<file path="config.mk">
export PLATFORM = sky130hd
export DESIGN_NAME = fetch_queue
export DESIGN_NICKNAME = d
export VERILOG_FILES = /design/src/rtl/fetch_queue.sv
export SDC_FILE = /design/constraint.sdc
export NUM_CORES = 1
export LEC_CHECK = 0
export ABC_CLOCK_PERIOD_IN_PS = 3900
export CELL_PAD_IN_SITES_DETAIL_PLACEMENT = 2
export CELL_PAD_IN_SITES_GLOBAL_PLACEMENT = 2
export CORE_MARGIN = 3
export CORE_UTILIZATION = 35
export CTS_CLUSTER_DIAMETER = 120
export CTS_CLUSTER_SIZE = 30
export DETAILED_ROUTE_END_ITERATION = 8
export GPL_ROUTABILITY_DRIVEN = 1
export HOLD_SLACK_MARGIN = 0.02
export PLACE_DENSITY_LB_ADDON = 0.1
export SKIP_CTS_REPAIR_TIMING = 1
export SYNTH_ARGS = -nofsm -noshare
export SYNTH_HDL_FRONTEND = slang
export SYNTH_SLANG_ARGS = --single-unit
</file>
<file path="constraint.sdc">
create_clock -name clk -period 3.9 [get_ports clk]
set_input_delay 1.17 -clock clk [delete_from_list [all_inputs] [get_ports clk]]
set_output_delay 1.17 -clock clk [all_outputs]
set_load 0.1 [all_outputs]
</file>
<file path="src/rtl/fetch_queue.sv">
// fetch_queue: issues ROM reads at the current PC and queues PC-tagged words toward decode.
// Define FETCH_PERF_EN to add saturating stall_cnt / flush_cnt performance counters.
module fetch_queue #(
    parameter int unsigned IW    = 9,
    parameter int unsigned AW    = 8,
    parameter int unsigned DEPTH = 4
) (
    input  logic          clk,
    input  logic          reset,
    input  logic [AW-1:0] pc,
    output logic          pc_hold,
    output logic          imem_en,
    output logic [AW-1:0] imem_addr,
    input  logic [IW-1:0] imem_rdata,
    input  logic          flush,
    input  logic          halt,
    output logic [IW-1:0] inst,
    output logic [AW-1:0] inst_pc,
    output logic          inst_valid,
    input  logic          dec_ready,
    output logic          halted
`ifdef FETCH_PERF_EN
    ,
    output logic [15:0]   stall_cnt,
    output logic [7:0]    flush_cnt
`endif
);

    localparam int unsigned PW = $clog2(DEPTH);
    localparam int unsigned CW = PW + 1;

    typedef enum logic [1:0] {
        RUN    = 2'd0,
        SQUASH = 2'd1,
        HALTED = 2'd2
    } state_e;

    state_e        state_q, state_d;
    logic [PW-1:0] wr_ptr_q, wr_ptr_d;
    logic [PW-1:0] rd_ptr_q, rd_ptr_d;
    logic [CW-1:0] count_q, count_d;
    logic          req_valid_q;
    logic [AW-1:0] req_pc_q;
    logic [AW-1:0] pc_mem_q  [DEPTH];
    logic [IW-1:0] ins_mem_q [DEPTH];

    logic issue;
    logic push;
    logic pop;

    // Credit check counts the in-flight word so a returning read always has a slot.
    assign issue = reset && (state_q == RUN) && !flush && !halt &&
                   ((count_q + CW'(req_valid_q)) < CW'(DEPTH));

    assign imem_en    = issue;
    assign imem_addr  = pc;
    assign pc_hold    = reset && !issue;
    assign inst_valid = (count_q != '0);
    assign inst       = ins_mem_q[rd_ptr_q];
    assign inst_pc    = pc_mem_q[rd_ptr_q];
    assign halted     = (state_q == HALTED);

    assign push = req_valid_q && !flush && (state_q == RUN);
    assign pop  = inst_valid && dec_ready && !flush;

    // Next-state: halt outranks flush; a flush drops queued and in-flight words.
    always_comb begin
        state_d  = state_q;
        wr_ptr_d = wr_ptr_q;
        rd_ptr_d = rd_ptr_q;
        count_d  = count_q;

        unique case (state_q)
            RUN: begin
                if (halt) begin
                    state_d = HALTED;
                end else if (flush) begin
                    state_d = SQUASH;
                end
            end
            SQUASH:  state_d = halt ? HALTED : RUN;
            HALTED:  state_d = HALTED;
            default: state_d = RUN;
        endcase

        if (flush) begin
            count_d  = '0;
            rd_ptr_d = wr_ptr_q;
        end else begin
            if (push) begin
                wr_ptr_d = wr_ptr_q + PW'(1);
            end
            if (pop) begin
                rd_ptr_d = rd_ptr_q + PW'(1);
            end
            count_d = count_q + CW'(push) - CW'(pop);
        end
    end

    always_ff @(posedge clk or negedge reset) begin
        if (!reset) begin
            state_q     <= RUN;
            wr_ptr_q    <= '0;
            rd_ptr_q    <= '0;
            count_q     <= '0;
            req_valid_q <= 1'b0;
            req_pc_q    <= '0;
            for (int i = 0; i < int'(DEPTH); i++) begin
                pc_mem_q[i]  <= '0;
                ins_mem_q[i] <= '0;
            end
        end else begin
            state_q     <= state_d;
            wr_ptr_q    <= wr_ptr_d;
            rd_ptr_q    <= rd_ptr_d;
            count_q     <= count_d;
            req_valid_q <= issue;
            if (issue) begin
                req_pc_q <= pc;
            end
            if (push) begin
                pc_mem_q[wr_ptr_q]  <= req_pc_q;
                ins_mem_q[wr_ptr_q] <= imem_rdata;
            end
        end
    end

    // A push into a full queue without a simultaneous pop would overwrite the head.
    no_overflow_a : assert property (@(posedge clk) disable iff (!reset)
        !(push && !pop && (count_q == CW'(DEPTH))));

`ifdef FETCH_PERF_EN
    logic [15:0] stall_cnt_q, stall_cnt_d;
    logic [7:0]  flush_cnt_q, flush_cnt_d;

    // Saturating counters: stalls are RUN cycles where the PC stage is held.
    always_comb begin
        stall_cnt_d = stall_cnt_q;
        flush_cnt_d = flush_cnt_q;
        if ((state_q == RUN) && pc_hold && (stall_cnt_q != '1)) begin
            stall_cnt_d = stall_cnt_q + 16'd1;
        end
        if (flush && (flush_cnt_q != '1)) begin
            flush_cnt_d = flush_cnt_q + 8'd1;
        end
    end

    always_ff @(posedge clk or negedge reset) begin
        if (!reset) begin
            stall_cnt_q <= '0;
            flush_cnt_q <= '0;
        end else begin
            stall_cnt_q <= stall_cnt_d;
            flush_cnt_q <= flush_cnt_d;
        end
    end

    assign stall_cnt = stall_cnt_q;
    assign flush_cnt = flush_cnt_q;
`endif

endmodule
</file>
==> impl_metrics.env <==
export IMPL_power_leakage_uw=0.00235
export IMPL_cp_arrival_ns=2.39
export IMPL_cp_max_fo=3
export IMPL_min_path_type="reg -> reg"
export IMPL_die_h_um=111
export IMPL_cellPowerDensity_mw_per_mm2=577
export IMPL_fin_crit_ns=3.56
export IMPL_syn2layout_area_growth_pct=27.4
export IMPL_antenna_cells=0
export IMPL_clock_latency_ns=0.35
export IMPL_via_count=2148
export IMPL_final_cells=433
export IMPL_synth_compound_area_share=0.00586
export IMPL_ir_drop_mv=0.385
export IMPL_fin_skew_ns=0.0127
export IMPL_tns_ns=0
export IMPL_cp_num_buf_inv=2
export IMPL_cp_top_family="simple AND/OR/NAND/NOR gates"
export IMPL_netlist_area_mm2=0.00384
export IMPL_cts_sinks=86
export IMPL_drive_gt1_frac=0.505
export IMPL_grt_start_max_net_pins=61
export IMPL_multiInputGateArea_mm2=0.00154
export IMPL_gp_congestion=0.703
export IMPL_hold_violations=0
export IMPL_antenna_left=0
export IMPL_maxSlewHeadroom=0.494
export IMPL_fillers=988
export IMPL_port_buffers=50
export IMPL_synth_cells=241
export IMPL_ys_ff_latch=86
export IMPL_cts_buffers=9
export IMPL_drt_pass1_iterations=3
export IMPL_period_share=0.913
export IMPL_synth_avg_cell_area_um2=15.9
export IMPL_clockBufferDepth=2
export IMPL_die_area_mm2=0.0123
export IMPL_place_inst=417
export IMPL_row_count=37
export IMPL_dp_hpwl_um=5570
export IMPL_rsz0062_at_grt="no"
export IMPL_globalRouteOverflowTotal=0
export IMPL_wl_per_cell_um=19.0
export IMPL_status="completed"
export IMPL_regArea_mm2=0.00215
export IMPL_critPathKind="in -> out"
export IMPL_fmax_mhz=281
export IMPL_setup_viol=0
export IMPL_synth_top_family_by_area="multiplexers"
export IMPL_htree_levels=3
export IMPL_grt_pass1_wl_um=14100
export IMPL_synthMuxAreaShare=0.322
export IMPL_wirelength_um=8220
export IMPL_synth_xor_area_share=0.0137
export IMPL_syn_num_nets=270
export IMPL_max_cap_violations=0
export IMPL_synth_seq_area_share=0.560
export IMPL_fin_nets=321
export IMPL_cts_root_buf="clkbuf_8"
export IMPL_avgViaCountPerCell=4.96
export IMPL_cts_tree="built"
export IMPL_rrSetupSlack_ns=1.65
export IMPL_drc_errors=0
export IMPL_max_stage_delay_ns=0.43
export IMPL_yosys_area_share_simple=0.0332
export IMPL_drv_slew=0
export IMPL_total_power_uw=2830
export IMPL_worstPathRequired_ns=2.73
export IMPL_clk_pin_slew_ns=0.08
export IMPL_worstPathCellList="clkdlybuf4s50_1 -> nor3_1 -> nand4b_1 -> and2_1 -> buf_12"
export IMPL_synth_fa_ha_area_frac=0.0247
export IMPL_grt_pass1_vias=2518
export IMPL_core_mm2=0.0105
export IMPL_initial_utilization=0.366
export IMPL_yosys_warnings=0
export IMPL_ioPinCount=51
export IMPL_cp_slowest_cell="clkdlybuf4s50_1"
export IMPL_antenna_found_initial=0
export IMPL_grt_util_all_layers=0.147
export IMPL_end_kind="output port"
export IMPL_drt_iter0_drc=103
export IMPL_dieWidth_um=111
export IMPL_critPathLaunchType="input pin"
export IMPL_tightestPinTransition_ns=0.760
export IMPL_ys_types=25
-- placed cells by master, fill, tap and decap left out, types with 2 or more instances in the layout --
cell type | synthesis | layout
dfrtp_1 | 86 | 86
mux2_2 | 76 | 76
buf_12 | 0 | 26
clkdlybuf4s50_1 | 0 | 20
mux4_2 | 17 | 17
clkbuf_8 | 1 | 11
buf_4 | 8 | 11
inv_1 | 7 | 7
ha_1 | 6 | 6
nor2_1 | 4 | 4
nand2_1 | 4 | 4
xor2_1 | 4 | 4
nand2_2 | 4 | 4
o21ai_0 | 3 | 3
nand3_1 | 2 | 2
and2_1 | 2 | 2
xnor2_1 | 2 | 2
clkinv_4 | 0 | 2
-- where the power goes --
part           internal [µW]  leakage (µW)  switching [µW]
logic                    404       0.00108             605
registers               1040       0.00116             130
clock network            334      0.000103             315
total                   1780       0.00235            1050
-- final cells by class --
class                           instances  area share
Clock buffer                           12      0.0317
Multi-Input combinational cell        131       0.314
Clock inverter                          4      0.0112
Sequential cell                        86       0.439
Inverter                                7     0.00536
Tap cell                              136      0.0347
Timing Repair Buffer                   57       0.164
-- per-stage QoR --
step	setup WS (ns)	utilization	hold WS, ns	cell area (µm²)
after floorplan	0.187	-	0.474	3840
final	0.338	0.466	0.507	4900
after detailed placement	0.338	0.446	0.490	4690
after global placement	0.398	0.446	0.484	4690
after global routing	0.260	0.466	0.523	4900
after CTS	0.325	0.466	0.509	4900
-- logic make-up after synthesis --
group                    after synthesis
AO/OA/AOI/OAI                          4
XOR/XNOR                               6
adder cells (fa/ha/maj)                7
buffers and inverters                 24
flip-flops                            86
multiplexers                          93
AND/OR/NAND/NOR                       21
-- sequential cells by signal, summed over array words and instances, names as in the netlist --
signal       flops
req_valid_q      1
ins_mem_q       36
pc_mem_q        32
state_q          2
rd_ptr_q         2
req_pc_q         8
count_q          3
wr_ptr_q         2
-- synthesized netlist by cell type --
library cell,instances,area share
nand3_1,2,0.0026
inv_1,7,0.0068
or3_1,1,0.0016
dfrtp_1,86,0.56
ha_1,6,0.020
a21o_1,1,0.0020
o21ai_0,3,0.0039
xor2_1,4,0.0091
nor2_1,4,0.0039
buf_4,8,0.016
clkbuf_8,1,0.0036
nor3_1,1,0.0013
clkbuf_1,3,0.0029
nor4b_4,1,0.0062
mux4_2,17,0.10
mux2_2,76,0.22
nand2_1,4,0.0039
and2_1,2,0.0033
xnor2_1,2,0.0046
nand2_2,4,0.0065
fa_1,1,0.0052
buf_2,2,0.0026
nand4b_1,1,0.0023
buf_6,3,0.0088
nor2b_1,1,0.0016
-- path summary, 6_finish.rpt --
| path | cells after the start | endpoint | start |
|---|---|---|---|
| worst max-delay path | 5 | pc_hold | halt |
| worst min-delay path | 1 | pc_mem_q[23] | pc_mem_q[23] |
| worst max register to register | 10 | count_q[2] | count_q[1] |
| worst min register to register | 1 | pc_mem_q[23] | pc_mem_q[23] |
| max in group asynchronous | 3 | pc_mem_q[5] | reset |
| min in group asynchronous | 1 | req_valid_q | reset |
-- metal layers --
metal	routed length, µm	track usage	vias up
li1	-	-	961
met1	3580	0.192	1139
met2	4250	0.243	43
met3	322	0.0426	5
met4	69	0.0320	0
met5	0	0	-
No activity file was read; power rests on OpenSTA's default activity.
